**src/rtl/serial_arith_pkg.sv**
```systemverilog
// rtl/serial_arith_pkg.sv - shared FSM state enum and default width for the serial subtractor
package serial_arith_pkg;

  localparam int DEFAULT_WIDTH = 8;

  typedef enum logic [1:0] {
    IDLE  = 2'd0,
    SHIFT = 2'd1,
    DONE  = 2'd2
  } state_e;

endpackage

```
**src/rtl/serial_subtractor_if.sv**
```systemverilog
// rtl/serial_subtractor_if.sv - request/result bundle between a requester and the serial subtractor
interface serial_subtractor_if
  import serial_arith_pkg::*;
#(
  parameter int WIDTH = DEFAULT_WIDTH
);

  logic             start;
  logic [WIDTH-1:0] a;
  logic [WIDTH-1:0] b;
  logic             busy;
  logic             done;
  logic [WIDTH-1:0] diff;
  logic             borrow;

  modport master (
    output start, a, b,
    input  busy, done, diff, borrow
  );

  modport slave (
    input  start, a, b,
    output busy, done, diff, borrow
  );

endinterface

```
**src/rtl/full_subtractor.sv**
```systemverilog
// rtl/full_subtractor.sv - one-bit combinational full subtractor (a - b - bin)
module full_subtractor (
  input  logic a,
  input  logic b,
  input  logic bin,
  output logic d,
  output logic bout
);

  assign d    = a ^ b ^ bin;
  assign bout = (~a & b) | (~(a ^ b) & bin);

endmodule

```
**src/rtl/serial_subtractor.sv**
```systemverilog
// rtl/serial_subtractor.sv - bit-serial LSB-first unsigned subtractor, one bit per SHIFT cycle
module serial_subtractor
  import serial_arith_pkg::*;
#(
  parameter int WIDTH = DEFAULT_WIDTH
) (
  input logic          clk,
  input logic          rst,
  serial_subtractor_if.slave bus
);

  localparam int            CW   = $clog2(WIDTH);
  localparam logic [CW-1:0] LAST = CW'(WIDTH - 1);

  state_e           state_q, state_d;
  logic [WIDTH-1:0] a_q, a_d;
  logic [WIDTH-1:0] b_q, b_d;
  logic [WIDTH-1:0] res_q, res_d;
  logic [WIDTH-1:0] diff_q, diff_d;
  logic             br_q, br_d;
  logic             borrow_q, borrow_d;
  logic [CW-1:0]    cnt_q, cnt_d;
  logic             busy_q, busy_d;
  logic             done_q, done_d;
  logic             d_bit;
  logic             br_next;

  full_subtractor u_fs (
    .a    (a_q[0]),
    .b    (b_q[0]),
    .bin  (br_q),
    .d    (d_bit),
    .bout (br_next)
  );

  always_comb begin
    state_d  = state_q;
    a_d      = a_q;
    b_d      = b_q;
    res_d    = res_q;
    diff_d   = diff_q;
    br_d     = br_q;
    borrow_d = borrow_q;
    cnt_d    = cnt_q;
    case (state_q)
      IDLE: begin
        if (bus.start) begin
          state_d = SHIFT;
          a_d     = bus.a;
          b_d     = bus.b;
          res_d   = '0;
          br_d    = 1'b0;
          cnt_d   = '0;
        end
      end
      SHIFT: begin
        res_d = {d_bit, res_q[WIDTH-1:1]};
        a_d   = a_q >> 1;
        b_d   = b_q >> 1;
        br_d  = br_next;
        // last bit: publish the fully shifted result and final borrow on the same edge
        if (cnt_q == LAST) begin
          state_d  = DONE;
          cnt_d    = '0;
          diff_d   = {d_bit, res_q[WIDTH-1:1]};
          borrow_d = br_next;
        end else begin
          cnt_d = cnt_q + 1'b1;
        end
      end
      DONE:    state_d = IDLE;
      default: state_d = IDLE;
    endcase
    busy_d = (state_d == SHIFT);
    done_d = (state_d == DONE);
  end

  always_ff @(posedge clk) begin
    if (rst) begin
      state_q  <= IDLE;
      a_q      <= '0;
      b_q      <= '0;
      res_q    <= '0;
      diff_q   <= '0;
      br_q     <= 1'b0;
      borrow_q <= 1'b0;
      cnt_q    <= '0;
      busy_q   <= 1'b0;
      done_q   <= 1'b0;
    end else begin
      state_q  <= state_d;
      a_q      <= a_d;
      b_q      <= b_d;
      res_q    <= res_d;
      diff_q   <= diff_d;
      br_q     <= br_d;
      borrow_q <= borrow_d;
      cnt_q    <= cnt_d;
      busy_q   <= busy_d;
      done_q   <= done_d;
    end
  end

  assign bus.busy   = busy_q;
  assign bus.done   = done_q;
  assign bus.diff   = diff_q;
  assign bus.borrow = borrow_q;

endmodule

```
**src/flat_wrapper.sv**
```systemverilog
// flat-port wrapper written by rule: the top's interface ports become plain ports
module serial_subtractor_flat import serial_arith_pkg::*;
#(
  parameter int WIDTH = DEFAULT_WIDTH
)
  (clk, rst, bus_start, bus_a, bus_b, bus_busy, bus_done, bus_diff, bus_borrow);
  serial_subtractor_if #(.WIDTH(WIDTH)) bus_i ();
  input logic clk;
  input logic rst;
  input wire logic [$bits(bus_i.start)-1:0] bus_start;
  input wire logic [$bits(bus_i.a)-1:0] bus_a;
  input wire logic [$bits(bus_i.b)-1:0] bus_b;
  output wire logic [$bits(bus_i.busy)-1:0] bus_busy;
  output wire logic [$bits(bus_i.done)-1:0] bus_done;
  output wire logic [$bits(bus_i.diff)-1:0] bus_diff;
  output wire logic [$bits(bus_i.borrow)-1:0] bus_borrow;
  assign bus_i.start = bus_start;
  assign bus_i.a = bus_a;
  assign bus_i.b = bus_b;
  assign bus_busy = bus_i.busy;
  assign bus_done = bus_i.done;
  assign bus_diff = bus_i.diff;
  assign bus_borrow = bus_i.borrow;
  serial_subtractor #(.WIDTH(WIDTH)) u_core (.clk(clk), .rst(rst), .bus(bus_i));
endmodule
```
**config.mk**
```make
export PLATFORM = sky130hd
export DESIGN_NAME = serial_subtractor_flat
export DESIGN_NICKNAME = d
export VERILOG_FILES = /design/src/rtl/serial_arith_pkg.sv /design/src/rtl/serial_subtractor_if.sv /design/src/rtl/full_subtractor.sv /design/src/rtl/serial_subtractor.sv /design/src/flat_wrapper.sv
export SDC_FILE = /design/constraint.sdc
export NUM_CORES = 1
export LEC_CHECK = 0
export CORE_MARGIN = 8
export CORE_UTILIZATION = 46
export DETAILED_ROUTE_END_ITERATION = 8
export MAX_ROUTING_LAYER = met4
export PLACE_DENSITY_LB_ADDON = 0.15
export SYNTH_ARGS = -nofsm -noshare
export SYNTH_HDL_FRONTEND = slang
export SYNTH_HIERARCHICAL = 1
export SYNTH_SLANG_ARGS = --single-unit
```
**constraint.sdc**
```tcl
create_clock -name clk -period 1.3 [get_ports clk]
set_input_delay 0.26 -clock clk [delete_from_list [all_inputs] [get_ports clk]]
set_output_delay 0.26 -clock clk [all_outputs]
set_load 0.005 [all_outputs]
```
# Word-level counts from Yosys, hierarchy flattened

Cells that the tools add are included.
W data, S select, Z words.

Input port bits: 19
Memory bits (writable): 0
Memories kept: 0
Memory bits (read-only): 0
Word-level logic and storage cells: 41
Register bits: 41
Bits in latches: 0
Output and inout bits: 11

Div/mod/pow operators: 0
Bitwise gates (word level): 7
Muxes and demuxes: 14
Add/sub/neg operators: 1
Reductions and logical operators: 4
Multipliers: 0
Equal/unequal tests: 5
Magnitude comparators: 0
Shifts and indexed selects: 0

Operators with widths:

| cell                  | count |
|---|---|
| $pmux W8 S2           | 3 |
| $mux W8               | 3 |
| $mux W3               | 2 |
| $pmux W3 S2           | 1 |
| $eq A2 B1 Y1 const B  | 2 |
| $mux W2               | 2 |
| $pmux W2 S2           | 1 |
| $reduce_and A2 Y1     | 2 |
| $add A3 B1 Y3 const B | 1 |
| $eq A3 B3 Y1 const B  | 1 |
| $and A1 B1 Y1         | 2 |
| $eq A2 B2 Y1 const B  | 1 |
| $logic_not A2 Y1      | 1 |
| $ne A2 B2 Y1 const B  | 1 |
| $not A1 Y1            | 2 |
| $pmux W1 S2           | 1 |
| $reduce_bool A2 Y1    | 1 |
| $xor A1 B1 Y1         | 2 |
| $mux W1               | 1 |
| $or A1 B1 Y1          | 1 |

# Longest topological paths before layout

Gate-level depths: netlist of the first run.

Depth in word-level cells: 5
Depth in mapped cells: 6
Mapped depth without buffers: 5

# Modules after synthesis

Netlist of the first run, hierarchy kept.

Modules (own cells, without submodules):

| module            | times used | sequential area each (sq um) | cells each | area each (sq um) |
|---|---|---|---|---|
| serial_subtractor | 1          | 800.8                        | 166        | 1587.8 |
| full_subtractor   | 1          | 0.0                          | 4          | 31.3 |

# Worst setup path before layout of the first run

OpenSTA, ideal clock, no wires.

Kind: reg2reg
Start: register u_core.cnt_q[0]
End: register u_core.diff_q[3] (netlist: u_core/bus.diff[3])
Arrival time: 1105 ps
Clock period less this slack: 1238 ps
Path slack: 62 ps
Buffers on the path: 1
Setup time: 132 ps
Stages on the path, launching flop included: 7
Data required time: 1168 ps
Path through: dfxtp_1 ha_1 ha_1 and3b_1 buf_2 nand2_1 a21oi_1

Cells in the longest elaborated chain, start to end: 2

Ends and longest elaborated chain:

| item                               | line                    | RTL |
|---|---|---|
| start: declaration                 | serial_subtractor.sv:22 | `logic [CW-1:0] cnt_q, cnt_d;` |
| start signal: assignment           | serial_subtractor.sv:98 | `cnt_q <= cnt_d;` |
| $eq A3 B3 Y1                       | serial_subtractor.sv:62 | `if (cnt_q == LAST) begin` |
| $reduce_and A2 Y1 (no source line) | n/a                     |  |
| end signal: assignment             | serial_subtractor.sv:95 | `diff_q <= diff_d;` |
| end: declaration                   | serial_subtractor.sv:19 | `logic [WIDTH-1:0] diff_q, diff_d;` |

Every way passes these cells.
A chain may end at the register's enable or synchronous reset.

# Final worst setup path of the first run

Start: register u_core.cnt_q[1]
End: register u_core.diff_q[3] (netlist: u_core/bus.diff[3])

Same word-level chain as after synthesis.

==> key figures, run 1 <==
GRT
  – Initial antenna violation count: 0
  – Largest net degree at the start of global routing: 27
  – First-pass GRT wire length: 5490 um
  – Grt ovf: 0
  – GR Util All Layers: 12.7%
  – Vias in the first global route: 1304

Synthesis
  – Mapped Cells: 170
  – Async S/R FF share, synth: 0%
  – Number of synthesized register bits: 40
  – Distinct cell type count after synthesis: 26
  – Mapped Area: 1620 um2
  – Syn_nets: 192
  – Synthesis warning total: 6
  – Synth Flop Type: dfxtp_1
  – EDFF count, synth: 0
  – Mean Syn Cell Area: 9.52 um2
  – Seq/Total Area, Yosys: 49.5%

Placement
  – DP Worst Slack: -231 ps
  – Port buffer count: 29
  – Routability congestion estimate: 0.733
  – Post-DP HPWL: 2390 um
  – Inst Count DP: 245
  – Placed Area: 2000 um2

STA
  – Final min period: 1320 ps
  – Endpoints failing setup: 5
  – Fin crit share: 102%
  – Fmax: 755 MHz
  – Slew HR: 70.4%
  – Hold Fails Final Rpt: 0
  – Worst Setup Slack, final: -23.7 ps
  – Slew @ Worst Pin: 441 ps
  – Max-slew violation count: 0
  – RSZ-0062 raised after global routing: true
  – Setup Skew: 8.22 ps

Pwr
  – Leak pwr: 0.868 nW
  – Power Total: 2.17 mW
  – IR drop worst, VDD: 0.000511 V
  – Pwr dens: 1000 nW/um2

CTS
  – H-tree depth: 2
  – CTS clk-pin slew, worst paths: 110 ps
  – Worst-case clock buffer depth: 2
  – # hold bufs at CTS: 0
  – Root buffer cell: clkbuf_4
  – CTS sink count: 40
  – Cts bufs inserted: 5
  – CTS tree: done
  – Clock latency on the worst-skew pair: 320 ps

Critical path
  – Data required time of the worst path: 1560 ps
  – Startpoint types: flop
  – Slowest-stage cell, CP: dfxtp_2
  – CP bufs+invs: 1
  – CP dominant cell by count: ha_4
  – CP Capture Type: flop
  – CP Max Fanout: 5
  – CP top delay family: flip-flops
  – CP Class: reg -> reg
  – Max incr delay on CP: 350 ps
  – Crit-path cells: ha_4, ha_4, nand3b_1, clkbuf_16, nand2_1, a21oi_1
  – Worst EP arrival: 1580 ps

Route
  – WL per Instance: 13.6 um
  – Final wirelength: 3460 um
  – Via/cell ratio: 5.12
  – DRT antenna net count: 0
  – DR DRC count: 0
  – Number of DRC markers in iteration 0: 84
  – Via Count: 1305
  – DR pass1 iterations: 4

Floorplan
  – Die area: 5670 um2
  – Die H: 75.3 um
  – Core area: 3360 um2
  – Die Wd: 75.3 um
  – Initial Util: 48.1%
  – IO Pins: 30
  – Row count: 21

Finish
  – Ant diodes: 0
  – Nets@finish: 231
  – Layout cell share with drive strength beyond 1: 25.4%
  – Final Non-Filler Cells: 255
  – Fin area: 2170 um2
  – Post-layout util: 64.4%
  – Fill cells: 307
  – Layout Area Growth over Synthesis: 33.8%

Min path
  – HP Class: reg -> reg

Run status
  – Violated checks: negative setup slack
  – Status: finished with violations

Run
  – Maxcap violations: 0
-- metrics by stage --
stage | setup TNS (ps) | hold WS [ps]
floorplan | 0 | 408
global placement | -3240 | 443
detailed placement | -4690 | 448
CTS | 0 | 460
global route | -666 | 467
finish | -79.0 | 450
-- cell usage in the layout, fill, tap and decap left out, types with 2 or more instances in the layout --
cell / Yosys / layout
a211oi_1: 11 / 10
a211oi_2: 1 / 2
a21oi_1: 9 / 5
a21oi_2: 0 / 4
a22oi_1: 12 / 12
buf_12: 1 / 3
buf_4: 3 / 11
buf_6: 3 / 2
clkbuf_4: 0 / 5
clkdlybuf4s50_1: 0 / 18
dfxtp_1: 40 / 29
dfxtp_2: 0 / 11
dlygate4sd2_1: 0 / 11
ha_4: 0 / 2
inv_1: 4 / 3
mux2i_1: 13 / 12
nand2_1: 18 / 12
nand2_2: 0 / 6
nor2_1: 30 / 29
nor3_1: 2 / 2
nor3b_1: 3 / 3
nor4_1: 2 / 2
nor4b_1: 2 / 2
-- metal layers --
layer  vias to the layer above  share of wire, %  global-route usage, %  wire length (um)
met4                         0              0.49                   3.84                17
met5                         -                 0                      -                 0
met1                       611                46                   13.8              1610
met3                         2               4.0                   3.55               137
li1                        669                 -                      -                 -
met2                        23                49                   22.1              1700
-- kinds of logic after synthesis --
kind of cell / count (synthesis) / share of synthesized area, %
AO/OA/AOI/OAI: 36 / 15.8
adder cells (fa/ha/maj): 3 / 2.78
buffers and inverters: 18 / 7.50
flip-flops: 40 / 49.5
multiplexers: 13 / 8.04
AND/OR/NAND/NOR: 60 / 16.4
-- worst paths after layout --
check | start | endpoint | slack, ps | depth (start not counted)
worst min-delay path | u_core/bus.diff[5]$_SDFFE_PP0P_ | u_core/bus.diff[5]$_SDFFE_PP0P_ | 450 | 2
worst max-delay path | u_core/cnt_q[1]$_SDFFE_PP0P_ | u_core/bus.diff[3]$_SDFFE_PP0P_ | -20 | 6
worst min register to register | u_core/bus.diff[5]$_SDFFE_PP0P_ | u_core/bus.diff[5]$_SDFFE_PP0P_ | 450 | 2
worst max register to register | u_core/cnt_q[1]$_SDFFE_PP0P_ | u_core/bus.diff[3]$_SDFFE_PP0P_ | -20 | 6
-- cell type report --
class / count / area, um2 / share of cell area (%)
Timing Repair Buffer: 46 / 467 / 21.5
Clock inverter: 1 / 5.00 / 0.231
Tap cell: 46 / 57.6 / 2.66
Sequential cell: 40 / 815 / 37.6
Clock buffer: 6 / 41.3 / 1.91
Inverter: 4 / 15.0 / 0.693
Multi-Input combinational cell: 112 / 767 / 35.4
-- worst min-delay path, stage by stage (launching register included) --
cell and delay, ps:
dfxtp_2 340, nand2_2 40, a21oi_1 40
-- cells in the mapped netlist, types with 3 or more instances --
cell,count,area [um2]
a211oi_1,11,82.6
a21oi_1,9,45.0
a22oi_1,12,90.1
buf_2,3,15.0
buf_4,3,22.5
buf_6,3,33.8
clkbuf_1,4,15.0
dfxtp_1,40,801
inv_1,4,15.0
mux2i_1,13,130
nand2_1,18,67.6
nor2_1,30,113
nor3b_1,3,22.5
-- timing repair --
item	CTS	global route
pin swaps	0	11
resized for setup	21	23
endpoints found under the setup margin	31	15
buffers inserted	1	2
gates cloned	0	1
-- flip-flops by register name, indices dropped and copies added, names as in the netlist, 2 cells and up --
register,flops
u_core/bus.diff,8
u_core/b_q,8
u_core/res_q,7
u_core/cnt_q,3
u_core/state_q,2
u_core/a_q,8
-- report_power, final --
group          leakage, nW  switching [mW]  total, mW  internal [mW]
Sequential           0.332          0.0318       1.31           1.28
Clock               0.0281           0.355      0.555          0.200
Combinational        0.508           0.138      0.303          0.164
(Power assumes the default switching activity.)
==> run 2, diff against run 1 <==
--- a/config.mk
+++ b/config.mk
@@ -7,6 +7,7 @@
 export LEC_CHECK = 0
 export CORE_MARGIN = 8
 export CORE_UTILIZATION = 46
+export CTS_CLUSTER_DIAMETER = 60
 export DETAILED_ROUTE_END_ITERATION = 8
 export MAX_ROUTING_LAYER = met4
 export PLACE_DENSITY_LB_ADDON = 0.15
==> results of run 2 <==
The final DEF is identical to that of run 1; final timing and power are the same.
